$ cat src/rtl/axi_stream_rr_arbiter_if.sv
// axi_stream_rr_arbiter_if: requester-side and downstream stream signals of the round-robin arbiter
interface axi_stream_rr_arbiter_if #(
   parameter int DWIDTH  = 8,
   parameter int NUM_REQ = 4,
   parameter int IDW     = 3
);
   logic [NUM_REQ-1:0]        valid_i;
   logic [NUM_REQ*DWIDTH-1:0] data_i;
   logic [NUM_REQ-1:0]        last_i;
   logic [NUM_REQ-1:0]        ready_o;
   logic                      valid_o;
   logic [DWIDTH-1:0]         data_o;
   logic                      last_o;
   logic [IDW-1:0]            id_o;
   logic                      ready_i;
   modport slave  (input valid_i, data_i, last_i, ready_i, output ready_o, valid_o, data_o, last_o, id_o);
   modport master (output valid_i, data_i, last_i, ready_i, input ready_o, valid_o, data_o, last_o, id_o);
endinterface

$ cat src/rtl/axi_stream_rr_arbiter.sv
// axi_stream_rr_arbiter: packet-locked round-robin stream arbiter with a registered two-entry output slice
module axi_stream_rr_arbiter #(
   parameter int DWIDTH  = 8,
   parameter int NUM_REQ = 4,
   parameter int IDW     = 3
) (
   input logic                    aclk_i,
   input logic                    areset_i,
   axi_stream_rr_arbiter_if.slave bus
);
   typedef enum logic {IDLE, LOCKED} state_t;
   state_t             r_state, w_state_n;
   logic [IDW-1:0]     r_gnt, r_ptr, w_sel, w_gnt_n;
   logic [IDW:0]       w_sh, w_off, w_sum;
   logic [NUM_REQ-1:0] w_rot, r_ready, w_rdy_n;
   logic               r_mv, r_sv, r_ml, r_sl;
   logic [DWIDTH-1:0]  r_md, r_sd, w_beat;
   logic [IDW-1:0]     r_mid, r_sid;
   logic               w_any, w_acc, w_xfer, w_last, w_sv_n;
   // rotate so bit 0 is requester ptr+1; the lowest set bit is the next in round-robin order
   always_comb begin
      w_sh  = {1'b0, r_ptr} + 1'b1;
      w_rot = NUM_REQ'({bus.valid_i, bus.valid_i} >> w_sh);
      w_off = '0;
      for (int i = NUM_REQ - 1; i >= 0; i--)
         if (w_rot[i]) w_off = (IDW+1)'(i);
      w_sum = w_sh + w_off;
      w_sel = IDW'(w_sum >= (IDW+1)'(NUM_REQ) ? w_sum - (IDW+1)'(NUM_REQ) : w_sum);
   end
   always_comb begin
      w_beat = '0;
      w_last = 1'b0;
      for (int k = 0; k < NUM_REQ; k++)
         if (r_gnt == IDW'(k)) begin
            w_beat = bus.data_i[k*DWIDTH +: DWIDTH];
            w_last = bus.last_i[k];
         end
   end
   assign w_any     = |bus.valid_i;
   assign w_acc     = |(r_ready & bus.valid_i);
   assign w_xfer    = r_mv & bus.ready_i;
   assign w_state_n = (r_state == IDLE) ? (w_any ? LOCKED : IDLE) : ((w_acc && w_last) ? IDLE : LOCKED);
   assign w_gnt_n   = (r_state == IDLE && w_any) ? w_sel : r_gnt;
   assign w_sv_n    = ~w_xfer & (r_sv | (w_acc & r_mv));
   // ready is precomputed from next-cycle state so the upstream ready is a flop
   always_comb begin
      w_rdy_n = '0;
      for (int k = 0; k < NUM_REQ; k++)
         w_rdy_n[k] = (w_state_n == LOCKED) && !w_sv_n && (w_gnt_n == IDW'(k));
   end
   always_ff @(posedge aclk_i or posedge areset_i) begin
      if (areset_i) begin
         r_state <= IDLE;
         r_gnt   <= '0;
         r_ptr   <= IDW'(NUM_REQ - 1);
         r_ready <= '0;
         r_mv    <= 1'b0;
         r_sv    <= 1'b0;
         r_md    <= '0;
         r_ml    <= 1'b0;
         r_mid   <= '0;
         r_sd    <= '0;
         r_sl    <= 1'b0;
         r_sid   <= '0;
      end else begin
         r_state <= w_state_n;
         r_gnt   <= w_gnt_n;
         r_ready <= w_rdy_n;
         r_sv    <= w_sv_n;
         r_mv    <= (w_xfer || !r_mv) ? (r_sv | w_acc) : 1'b1;
         if (w_acc && w_last) r_ptr <= r_gnt;
         if (!w_xfer && w_acc && r_mv) {r_sd, r_sl, r_sid} <= {w_beat, w_last, r_gnt};
         if (w_xfer && r_sv) {r_md, r_ml, r_mid} <= {r_sd, r_sl, r_sid};
         else if ((w_xfer || !r_mv) && w_acc) {r_md, r_ml, r_mid} <= {w_beat, w_last, r_gnt};
      end
   end
   assign bus.ready_o = r_ready;
   assign bus.valid_o = r_mv;
   assign bus.data_o  = r_md;
   assign bus.last_o  = r_ml;
   assign bus.id_o    = r_mid;
endmodule

$ cat src/flat_wrapper.sv
// flat-port wrapper written by rule: the top's interface ports become plain ports
module axi_stream_rr_arbiter_flat 
#(
   parameter int DWIDTH  = 8,
   parameter int NUM_REQ = 4,
   parameter int IDW     = 3
)
  (aclk_i, areset_i, bus_valid_i, bus_data_i, bus_last_i, bus_ready_i, bus_ready_o, bus_valid_o, bus_data_o, bus_last_o, bus_id_o);
  axi_stream_rr_arbiter_if #(.DWIDTH(DWIDTH), .NUM_REQ(NUM_REQ), .IDW(IDW)) bus_i ();
  input logic aclk_i;
  input logic areset_i;
  input wire logic [$bits(bus_i.valid_i)-1:0] bus_valid_i;
  input wire logic [$bits(bus_i.data_i)-1:0] bus_data_i;
  input wire logic [$bits(bus_i.last_i)-1:0] bus_last_i;
  input wire logic [$bits(bus_i.ready_i)-1:0] bus_ready_i;
  output wire logic [$bits(bus_i.ready_o)-1:0] bus_ready_o;
  output wire logic [$bits(bus_i.valid_o)-1:0] bus_valid_o;
  output wire logic [$bits(bus_i.data_o)-1:0] bus_data_o;
  output wire logic [$bits(bus_i.last_o)-1:0] bus_last_o;
  output wire logic [$bits(bus_i.id_o)-1:0] bus_id_o;
  assign bus_i.valid_i = bus_valid_i;
  assign bus_i.data_i = bus_data_i;
  assign bus_i.last_i = bus_last_i;
  assign bus_i.ready_i = bus_ready_i;
  assign bus_ready_o = bus_i.ready_o;
  assign bus_valid_o = bus_i.valid_o;
  assign bus_data_o = bus_i.data_o;
  assign bus_last_o = bus_i.last_o;
  assign bus_id_o = bus_i.id_o;
  axi_stream_rr_arbiter #(.DWIDTH(DWIDTH), .NUM_REQ(NUM_REQ), .IDW(IDW)) u_core (.aclk_i(aclk_i), .areset_i(areset_i), .bus(bus_i));
endmodule
$ cat config.mk
export PLATFORM = sky130hd
export DESIGN_NAME = axi_stream_rr_arbiter_flat
export DESIGN_NICKNAME = d
export VERILOG_FILES = /design/src/rtl/axi_stream_rr_arbiter_if.sv /design/src/rtl/axi_stream_rr_arbiter.sv /design/src/flat_wrapper.sv
export SDC_FILE = /design/constraint.sdc
export NUM_CORES = 1
export LEC_CHECK = 0
export CORE_ASPECT_RATIO = 0.6
export CORE_MARGIN = 2
export CORE_UTILIZATION = 40
export CTS_BUF_LIST = sky130_fd_sc_hd__clkbuf_8
export CTS_CLUSTER_SIZE = 28
export DETAILED_ROUTE_END_ITERATION = 16
export DONT_BUFFER_PORTS = 1
export PLACE_DENSITY = 0.62
export SLEW_MARGIN = 20
export SYNTH_ARGS = -nofsm -noshare
export SYNTH_HDL_FRONTEND = slang
export SYNTH_SLANG_ARGS = --single-unit
$ cat constraint.sdc
create_clock -name aclk_i -period 4.14 [get_ports aclk_i]
set_input_delay 0.207 -clock aclk_i [delete_from_list [all_inputs] [get_ports aclk_i]]
set_output_delay 0.207 -clock aclk_i [all_outputs]
set_load 0.05 [all_outputs]
==> parameters.txt, run 1 <==
Parameter                              Value

Run status
  Status ... finished, final reports clean

Synthesis
  Number of synthesized register bits ... 37
  Net Count, Synth ... between 200 and 250
  Xor and xnor fraction of the mapped netlist area ... 0
  Dominant register cell in the synthesized netlist ... sky130_fd_sc_hd__dfrtp_1
  Portion of netlist area occupied by mux cells ... 0.140
  Count of cell types in the netlist ... 47
  Largest family of logic cells by synthesized area ... compound AO/OA/AOI/OAI gates
  Post-synth design cell area ... approximately 2000 sq um
  Post-synth EDFFs ... 0
  Number of instances in the synthesized netlist ... about 190
  Share of flip-flops with an asynchronous set or reset after synthesis ... 1.00
  Average instance area after synthesis ... approximately 11 sq um
  Area share of fa/ha/maj cells after synthesis ... 0.0221
  Yosys warning total ... 0
  Portion of the post-synthesis area used by sequential elements ... 0.456
  Compound-cell area share of the yosys netlist ... 0.184
  Simple-gate share of the synthesized area ... 0.148

STA
  Peak clock frequency supported by timing ... 362 MHz
  Count of endpoints failing setup in the final report ... 0
  Fraction of the cycle the final worst path needs ... 0.666
  Total negative slack ... 0 ps
  Worst-Margin Slew ... slightly below 700 ps
  Final hold violation count ... 0
  Slew Limit Headroom ... 0.543
  Shortest period the worst path allows ... between 2000 and 3000 ps
  Max-slew violation count ... 0
  Worst-case clock skew ... between 10 and 15 ps
  RSZ-0062 raised after global routing ... false

Layout
  Final cell utilization of the core ... 0.439
  Post-layout net count ... around 240
  Share of cells above drive strength 1 ... 0.179
  Post-synthesis to final-layout area growth ... 7.56%
  Number of antenna diodes ... 0

Setup path
  Kind of end point of the critical path ... flip-flop
  End of the worst register-to-register path ... u_core.bus.ready_o[2]
  CP Data Required Time ... 4290 ps
  Worst reg2reg path depth ... 9
  Kind of critical path ... reg -> reg
  Critical register-to-register path startpoint ... u_core.r_ptr[0]
  Largest fanout on the critical path ... 10
  Flop2flop setup slack ... around 1400 ps
  Startpoint Class ... flip-flop
  Worst endpoint data arrival time ... 2910 ps

Route
  Total number of vias ... roughly 1,500
  Drt first pass iters ... 4
  Post-detailed-route via-to-cell ratio ... 5.68
  Wire per inst ... 16.7 um
  Number of routed nets with antenna violations ... 0
  Starting DRC count in detailed routing ... 96
  DRC violations left ... 0
  WL final ... approximately 4300 um

Clocking
  Clock slew at reported path FFs ... approximately 80 ps
  TritonCTS clock tree ... built
  Clock Path Buffers ... 2
  Level count of the clock H-tree ... 2
  Insertion delay of the later-clocked pin in the worst-skew pair ... between 200 and 300 ps
  CTS Sinks ... 37
  Post-CTS Resized ... 0
  Number of CTS-inserted buffers ... 5
  Clock tree root buffer cell ... sky130_fd_sc_hd__clkbuf_8

Global route
  Maximum number of pins on one net before global-route repair ... 38
  Aggregate global-route resource usage ... 0.170
  Wire length of the first global-routing pass ... just over 7000 um
  Vias in the first global route ... 1,404
  Number of antenna violations at the first check in global routing ... 0
  Overflow left after global routing ... 0

Placed design
  Final Wtd Congestion ... 0.876
  Post-DP HPWL ... approximately 3200 um
  Number of port buffers ... 0

Die
  Die Height ... between 50 and 60 um
  Placement row count ... 20
  Effective utilization at floorplan ... 0.409
  Total die area ... 5690 sq um
  X dimension of the die ... roughly 96 um
  Placeable core area ... about 5000 sq um
  Number of top-level pins ... 60

Power
  Power per cell area ... between 800 and 900 nW/um^2
  Leakage power ... around 0.95 nW
  Max IR drop VDD ... between 0.3 and 0.4 mV

Worst hold path
  Origin of the worst min-delay path ... bus_ready_i
  Worst Hold Depth ... 3
  End point of the most critical hold path ... u_core.r_sv
  Worst min path class ... in -> reg

Job
  Reported max-cap violation count ... 0
==> stage by stage <==
step	setup WS (ps)	total power [mW]	hold slack (ps)	cells	cell area, sq um
3_5_place_dp	1410	1.58	236	247	2080
6_report	1380	1.84	161	256	2190
3_3_place_gp	1500	1.57	242	247	2080
5_1_grt	1150	2.00	167	256	2190
2_1_floorplan	1590	1.44	385	189	2030
4_1_cts	1390	1.86	141	256	2190
==> cell families after synthesis <==
kind of cell,count (synthesis)
AND/OR/NAND/NOR,58
AO/OA/AOI/OAI,52
flip-flops,37
buffers and inverters,22
multiplexers,17
adder cells (fa/ha/maj),3
==> cells in the mapped netlist, types with 2 or more instances <==
cell                        n  area, sq um
sky130_fd_sc_hd__dfrtp_1   35          876
sky130_fd_sc_hd__nand2_1   18         67.6
sky130_fd_sc_hd__o21ai_0   17         85.1
sky130_fd_sc_hd__nor2_1    12         45.0
sky130_fd_sc_hd__inv_1     11         41.3
sky130_fd_sc_hd__nand2b_1  11         68.8
sky130_fd_sc_hd__a221o_1    9         90.1
sky130_fd_sc_hd__mux4_2     8          180
sky130_fd_sc_hd__o22ai_1    7         43.8
sky130_fd_sc_hd__buf_2      5         25.0
sky130_fd_sc_hd__a21oi_1    4         20.0
sky130_fd_sc_hd__mux2_2     4         45.0
sky130_fd_sc_hd__nor4_1     4         25.0
sky130_fd_sc_hd__mux2i_1    3         30.0
sky130_fd_sc_hd__a21o_1     2         15.0
sky130_fd_sc_hd__a22o_2     2         20.0
sky130_fd_sc_hd__and2_1     2         12.5
sky130_fd_sc_hd__buf_1      2         7.51
sky130_fd_sc_hd__dfstp_2    2         52.6
sky130_fd_sc_hd__ha_1       2         25.0
sky130_fd_sc_hd__mux2_4     2         30.0
sky130_fd_sc_hd__nand3_1    2         10.0
==> how the worst max path moves through the flow <==
stage                          from                     to  cells after the start  slack [ps]
finish              u_core.r_ptr[0]  u_core.bus.ready_o[2]                      9        1380
detailed placement  u_core.r_ptr[0]  u_core.bus.ready_o[0]                      9        1410
floorplan           u_core.r_ptr[0]  u_core.bus.ready_o[0]                     10        1590
global placement    u_core.r_ptr[0]  u_core.bus.ready_o[2]                      9        1500
CTS                 u_core.r_ptr[0]  u_core.bus.ready_o[0]                      9        1390
global route        u_core.r_ptr[0]  u_core.bus.ready_o[3]                      9        1150
==> cells in the final DEF, fill, tap and decap left out, types with 3 or more instances in the layout <==
| master | count |
|---|---|
| sky130_fd_sc_hd__dfrtp_1 | 35 |
| sky130_fd_sc_hd__nand2_1 | 18 |
| sky130_fd_sc_hd__o21ai_0 | 17 |
| sky130_fd_sc_hd__nor2_1 | 12 |
| sky130_fd_sc_hd__inv_1 | 11 |
| sky130_fd_sc_hd__nand2b_1 | 11 |
| sky130_fd_sc_hd__a221o_1 | 9 |
| sky130_fd_sc_hd__mux4_2 | 8 |
| sky130_fd_sc_hd__o22ai_1 | 7 |
| sky130_fd_sc_hd__clkbuf_8 | 7 |
| sky130_fd_sc_hd__a21oi_1 | 4 |
| sky130_fd_sc_hd__mux2_2 | 4 |
| sky130_fd_sc_hd__nor4_1 | 4 |
| sky130_fd_sc_hd__mux2i_1 | 3 |
==> layer usage <==
metal	global-route usage	share of wire	vias to the layer above
met5	0	0	-
met4	0.0367	0.0077	0
met3	0.0700	0.086	4
met2	0.225	0.41	46
met1	0.256	0.50	702
li1	-	-	701
==> what timing repair did <==
| item | 4_1_cts | 5_1_grt |
|---|---|---|
| hold endpoints to repair | 35 | 0 |
| setup buffers | 0 | 0 |
| endpoints found under the setup margin | 0 | 0 |
| hold buffers | 1 | 0 |
==> where the power goes <==
| group | switching [mW] | internal [mW] |
|---|---|---|
| combinational | 0.319 | 0.329 |
| sequential | 0.409 | 0.512 |
| clock | 0.124 | 0.150 |
==> flip-flops by register name, summed over array words and instances, names as in the netlist <==
| register | cells |
|---|---|
| u_core.bus.data_o | 8 |
| u_core.r_sd | 8 |
| u_core.bus.ready_o | 4 |
| u_core.bus.id_o | 3 |
| u_core.r_gnt | 3 |
| u_core.r_ptr | 3 |
| u_core.r_sid | 3 |
| u_core.bus.last_o | 1 |
| u_core.bus.valid_o | 1 |
| u_core.r_sl | 1 |
| u_core.r_state | 1 |
| u_core.r_sv | 1 |
==> cell type report <==
class	instances	area, sq um
fillers	478	2790
multi-input cells	130	1010
flip-flops and latches	37	928
clock buffers	7	96.3
well taps	66	82.6
inverters	12	45.0
repair buffers	3	25.0
clock inverters	1	5.00
==> worst max-delay path: stages (launching register included) <==
cell and delay, ps:
sky130_fd_sc_hd__dfstp_2 650, sky130_fd_sc_hd__mux2i_1 340, sky130_fd_sc_hd__a2bb2oi_1 110, sky130_fd_sc_hd__o22ai_1 230, sky130_fd_sc_hd__o2111ai_1 180, sky130_fd_sc_hd__fa_1 400
sky130_fd_sc_hd__nand2b_1 150, sky130_fd_sc_hd__a2111o_1 310, sky130_fd_sc_hd__nand4_1 180, sky130_fd_sc_hd__nor4_1 70
Power figures use the tool's default switching activity.
==> run 2: changes to the inputs <==
- ABC_AREA: unset -> 1
- clock period: 4.14 -> 2.8 ns (I/O delays scaled with it)
==> parameters.txt, run 2 <==
Parameter                              Value

Die
  X dimension of the die ... 97.6 um (+1.6%)
  Total die area ... 5870 sq um (+3.1%)
  Effective utilization at floorplan ... 0.416 (+0.00730)
  Placeable core area ... 5050 sq um (+1.5%)
  Number of top-level pins ... 60 (unchanged)
  Die Height ... 60.2 um (+1.5%)
  Placement row count ... 20 (unchanged)

Global route
  Maximum number of pins on one net before global-route repair ... 38 (unchanged)
  Vias in the first global route ... 1,489 (+6.1%)
  Aggregate global-route resource usage ... 0.169 (-0.000278)
  Overflow left after global routing ... 0 (unchanged)
  Number of antenna violations at the first check in global routing ... 0 (unchanged)
  Wire length of the first global-routing pass ... 7600 um (+6.0%)

Clocking
  Number of CTS-inserted buffers ... 5 (unchanged)
  Level count of the clock H-tree ... 2 (unchanged)
  Clock slew at reported path FFs ... 80 ps (about the same)
  TritonCTS clock tree ... built
  Insertion delay of the later-clocked pin in the worst-skew pair ... 290 ps (about the same)
  CTS Sinks ... 37 (unchanged)
  Clock tree root buffer cell ... sky130_fd_sc_hd__clkbuf_8
  Clock Path Buffers ... 2 (unchanged)

Setup path
  Kind of critical path ... reg -> reg
  Category of cells accounting for the largest share of critical-path delay ... simple AND/OR/NAND/NOR gates
  Critical register-to-register path startpoint ... u_core.r_ptr[1]
  CP Data Required Time ... 2990 ps (-1300 ps)
  Largest fanout on the critical path ... 5 (-5)
  Startpoint Class ... flip-flop
  Worst reg2reg path depth ... 15 (+6)
  Critical-path cell list ... inv_2 -> nor2_1 -> nand2_1 -> o21ai_0 -> inv_1 -> nor3_1 -> o21ai_1 -> ha_1 -> fa_1 -> nor2_1 -> o21ai_0 -> o21ai_1 -> nor2_1 -> nand2_1 -> nor2_1
  End of the worst register-to-register path ... u_core.bus.ready_o[2]
  Flop2flop setup slack ... 260 ps (-1120 ps)
  Worst endpoint data arrival time ... 2730 ps (-180 ps)
  Highest-delay cell along the critical path ... sky130_fd_sc_hd__dfstp_2
  Sum of buffers and inverters on the critical path ... 2 (+2)
  Kind of end point of the critical path ... flip-flop
  Largest stage delay, worst path ... 580 ps (-70 ps)
  Cell occurring most often along the worst timing path ... sky130_fd_sc_hd__nor2_1

Synthesis
  Yosys warning total ... 0 (unchanged)
  Leading area contributor after synthesis ... sky130_fd_sc_hd__dfrtp_1
  Average instance area after synthesis ... 7.73 sq um (-28%)
  Top cell type's share of synthesized area ... 0.417 (-0.0138)
  Number of synthesized register bits ... 37 (unchanged)
  Portion of the post-synthesis area used by sequential elements ... 0.442 (-0.0147)
  Top-count cell post-synth ... sky130_fd_sc_hd__nand2_1
  Dominant register cell in the synthesized netlist ... sky130_fd_sc_hd__dfrtp_1
  Count of cell types in the netlist ... 25 (-47%)
  Synth top cells by count ... 113 x sky130_fd_sc_hd__nand2_1, 35 x sky130_fd_sc_hd__dfrtp_1, 22 x sky130_fd_sc_hd__inv_1, 20 x sky130_fd_sc_hd__nor2_1, 15 x sky130_fd_sc_hd__nand3_1
  Share of flip-flops with an asynchronous set or reset after synthesis ... 1.00 (unchanged)
  Post-synth design cell area ... 2100 sq um (+3.3%)
  Number of instances in the synthesized netlist ... 272 (+44%)
  Post-synth EDFFs ... 0 (unchanged)
  Net Count, Synth ... 318 (+35%)
  Top cells by area in the synthesized netlist ... sky130_fd_sc_hd__dfrtp_1 42%, sky130_fd_sc_hd__nand2_1 20%, sky130_fd_sc_hd__inv_1 3.9%

Power
  Clock network fraction of design power ... 0.162 (+0.013)
  Leakage power ... 1.16 nW (+22%)
  Total power ... 2.98 mW (+62%)
  Max IR drop VDD ... 0.514 mV (+42%)
  Sw Share ... 0.509 (+0.0467)
  Power dissipated by switching net loads ... 1.52 mW (+78%)
  Sequential share of power ... 0.431 (-0.069)
  Int Power ... 1.46 mW (+48%)
  Proportion of power drawn by combinational gates ... 0.407 (+0.056)
  Power per cell area ... 1290 nW/um^2 (+53%)

Layout
  Most common cell after layout, fill and taps aside ... sky130_fd_sc_hd__nand2_1
  Post-layout net count ... 325 (+38%)
  Post-synthesis to final-layout area growth ... 9.76%
  Share of cells above drive strength 1 ... 0.121 (-0.0575)
  Number of antenna diodes ... 0 (unchanged)
  Most frequent cells in the layout ... 113 x sky130_fd_sc_hd__nand2_1, 35 x sky130_fd_sc_hd__dfrtp_1, 22 x sky130_fd_sc_hd__inv_1
  Final cell utilization of the core ... 0.456 (+0.0170)

STA
  Max-slew violation count ... 0 (unchanged)
  Setup WS post-layout ... 258 ps (-1120 ps)
  Worst-Margin Slew ... 648 ps (-36.2 ps)
  Worst-case clock skew ... 3.69 ps (-7.22 ps)
  Count of endpoints failing setup in the final report ... 0 (unchanged)
  Shortest period the worst path allows ... 2540 ps (-217 ps)
  Final hold violation count ... 0 (unchanged)
  Slew Limit Headroom ... 0.568 (+0.0250)
  Fraction of the cycle the final worst path needs ... 0.908 (+0.242)
  Peak clock frequency supported by timing ... 393 MHz (+8.5%)

Run status
  Status ... finished, final reports clean

Placed design
  Worst slack after detailed placement ... 135 ps (-1270 ps)
  Post-DP HPWL ... 3510 um (+11%)
  Number of port buffers ... 0 (unchanged)
  Final Wtd Congestion ... 0.753 (-14%)

Worst hold path
  Worst Hold Depth ... 3 (unchanged)
  Origin of the worst min-delay path ... bus_ready_i
  Worst min path class ... in -> reg
  End point of the most critical hold path ... u_core.r_sd[6]

Route
  Wire per inst ... 13.7 um (-18%)
  Number of routed nets with antenna violations ... 0 (unchanged)
  Post-detailed-route via-to-cell ratio ... 5.01 (-12%)
  Starting DRC count in detailed routing ... 105 (+9.4%)
  Drt first pass iters ... 4 (unchanged)
  WL final ... 4730 um (+11%)
  DRC violations left ... 0 (unchanged)
  Total number of vias ... 1,732 (+19%)

Job
  Reported max-cap violation count ... 0 (unchanged)
run 2: cell types whose count changed after synthesis, moves of 7 or more:
cell                       delta
sky130_fd_sc_hd__nand2_1     +95
sky130_fd_sc_hd__nand3_1     +13
sky130_fd_sc_hd__inv_1       +11
sky130_fd_sc_hd__nand2b_1    -11
sky130_fd_sc_hd__a221o_1      -9
sky130_fd_sc_hd__nand4_1      +9
sky130_fd_sc_hd__nor3_1       +9
sky130_fd_sc_hd__mux4_2       -8
sky130_fd_sc_hd__nor2_1       +8
sky130_fd_sc_hd__nand2_4      +7
sky130_fd_sc_hd__o22ai_1      -7
run 2: per-layer routing:
metal	GRT usage	routed length, um
met5	0	0
met4	0.0476	37
met3	0.0561	322
met2	0.229	1960
met1	0.255	2410
run 2: kinds of logic (layout without fill, tap and decap cells):
logic type,after synthesis,after routing,synth area share
AOI/OAI and AO/OA,20,20,0.0566
adders and majority gates,3,3,0.0214
buffers and inverters,29,37,0.0613
DFF,37,37,0.442
and+or+nand+nor,183,183,0.419
run 2: worst min-delay path: cells and delay by family:
kind          cells  cell delay [ps]
simple gates      3              140
run 2: worst max path at each step:
| stage | from | endpoint | depth (start not counted) |
|---|---|---|---|
| final | u_core.r_ptr[1] | u_core.bus.ready_o[2] | 15 |
| after global placement | u_core.r_ptr[1] | u_core.bus.ready_o[2] | 15 |
| after detailed placement | u_core.r_ptr[1] | u_core.bus.ready_o[2] | 15 |
| after CTS | u_core.r_ptr[1] | u_core.bus.ready_o[2] | 15 |
| after global routing | u_core.r_ptr[0] | u_core.bus.ready_o[2] | 13 |
| after floorplan | u_core.r_ptr[0] | u_core.bus.ready_o[2] | 16 |
run 2: area by class of cell:
type / count / area [sq um]
sequential: 37 / 928
clock inverter: 2 / 33.8
tap: 66 / 82.6
multi-input combinational: 206 / 1050
fill: 522 / 2750
inverter: 25 / 93.8
timing repair buffer: 4 / 37.5
clock buffer: 6 / 82.6
run 2: timing repair:
| action | in CTS | in global routing |
|---|---|---|
| setup buffers | 0 | 2 |
| gates resized for setup | 0 | 6 |
| hold buffers | 1 | 0 |
| endpoints found under the setup margin | 0 | 4 |
| endpoints found under the hold margin | 35 | 0 |
run 2: power by group through the flow:
stage	sequential, mW	combinational (mW)	clock (mW)
global placement	1.29	1.18	0
floorplan	1.23	1.01	0
detailed placement	1.30	1.18	0
finish	1.29	1.22	0.482
global route	1.32	1.40	0.511
CTS	1.29	1.19	0.490
run 2: metrics by stage:
step / TNS (ps) / cell area (sq um) / std cells / hold WS, ps
2_1_floorplan: 0 / 2100 / 272 / 308
3_3_place_gp: 0 / 2160 / 335 / 177
3_5_place_dp: 0 / 2160 / 335 / 179
4_1_cts: 0 / 2280 / 344 / 18.2
5_1_grt: -23.5 / 2310 / 346 / 22.0
6_report: 0 / 2310 / 346 / 21.6
==> run 3: changes to the inputs <==
==> constraint.sdc (replaced) <==
create_clock -name aclk_i -period 2.8 [get_ports aclk_i]
set_input_delay 0.56 -clock aclk_i [delete_from_list [all_inputs] [get_ports aclk_i]]
set_output_delay 0.56 -clock aclk_i [all_outputs]
set_load 0.05 [all_outputs]
==> parameters.txt, run 3 (same netlist as run 2, synthesis figures left out) <==
Parameter                              Value

Run status
  Status ... finished, final reports clean

Global route
  Vias in the first global route ... 1,470 (-1.3%)
  Overflow left after global routing ... 0 (unchanged)
  Number of antenna violations at the first check in global routing ... 0 (unchanged)
  Maximum number of pins on one net before global-route repair ... 38 (unchanged)
  Wire length of the first global-routing pass ... 7330 um (-3.5%)
  Aggregate global-route resource usage ... 0.164 (-0.00539)

Route
  Top Metal Used ... met4
  Drt first pass iters ... 4 (unchanged)
  Wire per inst ... 13.6 um (-0.38%)
  Number of routed nets with antenna violations ... 0 (unchanged)
  WL final ... 4690 um (-0.95%)
  DRC violations left ... 0 (unchanged)
  Post-detailed-route via-to-cell ratio ... 5.00 (about the same)
  Met1 routed wirelength after detailed routing ... 2390 um (-1.2%)
  Starting DRC count in detailed routing ... 101 (-3.8%)
  Metal3 WL ... 283 um (-12%)
  Routed met2 length ... 1980 um (+1.4%)
  Total number of vias ... 1,721 (-0.64%)

STA
  Setup WS post-layout ... 281 ps (+22.8 ps)
  Worst-case clock skew ... 2.92 ps (-0.764 ps)
  Peak clock frequency supported by timing ... 397 MHz (+0.90%)
  Shortest period the worst path allows ... 2520 ps (-22.8 ps)
  Final hold violation count ... 0 (unchanged)
  Max-slew violation count ... 0 (unchanged)
  Smallest hold slack ... 267 ps (+245 ps)
  Worst-Margin Slew ... 635 ps (-12.8 ps)
  Fraction of the cycle the final worst path needs ... 0.900 (-0.00813)
  Count of endpoints failing setup in the final report ... 0 (unchanged)
  Slew Limit Headroom ... 0.577 (+0.00853)

Setup path
  Largest stage delay, worst path ... 610 ps (+30 ps)
  Kind of end point of the critical path ... flip-flop
  CP Data Required Time ... 2990 ps (about the same)
  Kind of critical path ... reg -> reg
  Critical-path cell list ... buf_4 -> nand2_1 -> o21ai_0 -> o21ai_0 -> inv_1 -> nor3_1 -> o21ai_0 -> ha_1 -> fa_1 -> o21ai_1 -> inv_1 -> nand2_1 -> nor2_1
  Startpoint Class ... flip-flop
  Cell occurring most often along the worst timing path ... sky130_fd_sc_hd__o21ai_0
  Category of cells accounting for the largest share of critical-path delay ... compound AO/OA/AOI/OAI gates
  Highest-delay cell along the critical path ... sky130_fd_sc_hd__dfstp_2
  Sum of buffers and inverters on the critical path ... 3 (+1)
  Largest fanout on the critical path ... 8 (+3)
  Worst endpoint data arrival time ... 2710 ps (-20 ps)

Die
  Total die area ... 5870 sq um (unchanged)
  X dimension of the die ... 97.6 um (unchanged)
  Die Height ... 60.2 um (unchanged)
  Effective utilization at floorplan ... 0.416 (unchanged)
  Number of top-level pins ... 60 (unchanged)
  Placeable core area ... 5050 sq um (unchanged)
  Placement row count ... 20 (unchanged)

Clocking
  Clock tree root buffer cell ... sky130_fd_sc_hd__clkbuf_8
  Hold-fix buffers, CTS ... 0 (-1)
  Clock slew at reported path FFs ... 70 ps (about the same)
  Number of CTS-inserted buffers ... 5 (unchanged)
  Clock Path Buffers ... 2 (unchanged)
  CTS Sinks ... 37 (unchanged)
  TritonCTS clock tree ... built
  Insertion delay of the later-clocked pin in the worst-skew pair ... 290 ps (about the same)
  Level count of the clock H-tree ... 2 (unchanged)

Layout
  Post-layout net count ... 323 (-0.62%)
  Most common cell after layout, fill and taps aside ... sky130_fd_sc_hd__nand2_1
  Area of the multi-input gates ... 1050 sq um (-0.12%)
  Fill cell instance count of the final layout ... 514 (-1.5%)
  Post-synthesis to final-layout area growth ... 8.63%
  Storage cell area ... 928 sq um (unchanged)
  Final cell utilization of the core ... 0.452 (-0.00470)
  Final instance area ... 2280 sq um (-1.0%)
  Most frequent cells in the layout ... 113 x sky130_fd_sc_hd__nand2_1, 35 x sky130_fd_sc_hd__dfrtp_1, 22 x sky130_fd_sc_hd__inv_1
  Share of cells above drive strength 1 ... 0.122 (+0.000874)
  Number of antenna diodes ... 0 (unchanged)

Power
  Leakage power ... 1.14 nW (-1.8%)
  Power per cell area ... 1300 nW/um^2 (+0.22%)
  Total power ... 2.96 mW (-0.81%)
  Max IR drop VDD ... 0.525 mV (+2.0%)

Placed design
  Final Wtd Congestion ... 0.856 (+14%)
  Number of port buffers ... 0 (unchanged)
  Post-DP HPWL ... 3530 um (+0.49%)
  Worst slack after detailed placement ... 164 ps (+29.1 ps)
  Post-place instance area ... 2160 sq um (unchanged)

Job
  Reported max-cap violation count ... 0 (unchanged)

Worst hold path
  Worst min path class ... in -> async
run 3: changes by cell type in the layout (fill, tap and decap cells not counted), sizes merged:
cell          before  now
dlymetal6s2s       1    0
dlygate4sd3        1    0
run 3: final cells by class:
type                    count  share of cell area
repair buffers              2             0.00658
inverters                  25              0.0411
flip-flops and latches     37               0.407
multi-input cells         206               0.459
well taps                  66              0.0362
clock buffers               6              0.0362
clock inverters             2              0.0148
run 3: final timing paths:
kind	start	slack (ps)	depth (start not counted)	endpoint
max in group asynchronous	areset_i	2170	2	u_core.r_ptr[1]
max reg2reg	u_core.r_ptr[0]	280	13	u_core.bus.ready_o[1]
min	areset_i	270	2	u_core.bus.data_o[2]
min reg2reg	u_core.r_sd[4]	480	2	u_core.r_sd[4]
min in group aclk_i	bus_ready_i	440	3	u_core.r_sd[5]
max	u_core.r_ptr[0]	280	13	u_core.bus.ready_o[1]
run 3: per-stage QoR:
step	setup TNS, ps	instances
2_1_floorplan	0	272
3_3_place_gp	0	335
3_5_place_dp	0	335
4_1_cts	0	343
5_1_grt	-0.591	344
6_report	0	344
run 3: metal layers:
| metal | vias up | GRT usage |
|---|---|---|
| met1 | 798 | 0.246 |
| met2 | 39 | 0.224 |
| met3 | 4 | 0.0585 |
| met5 | - | 0 |
| li1 | 880 | - |
| met4 | 0 | 0.0357 |
run 3: repair_timing:
action                                  in CTS  in global routing
buffers inserted                             0                  1
endpoints found under the setup margin       0                  4
resized for setup                            0                  3
run 3: report_power, final:
| part | internal (mW) | switching, mW | total, mW |
|---|---|---|---|
| registers | 0.756 | 0.538 | 1.29 |
| logic | 0.410 | 0.782 | 1.19 |
| clock network | 0.287 | 0.186 | 0.472 |
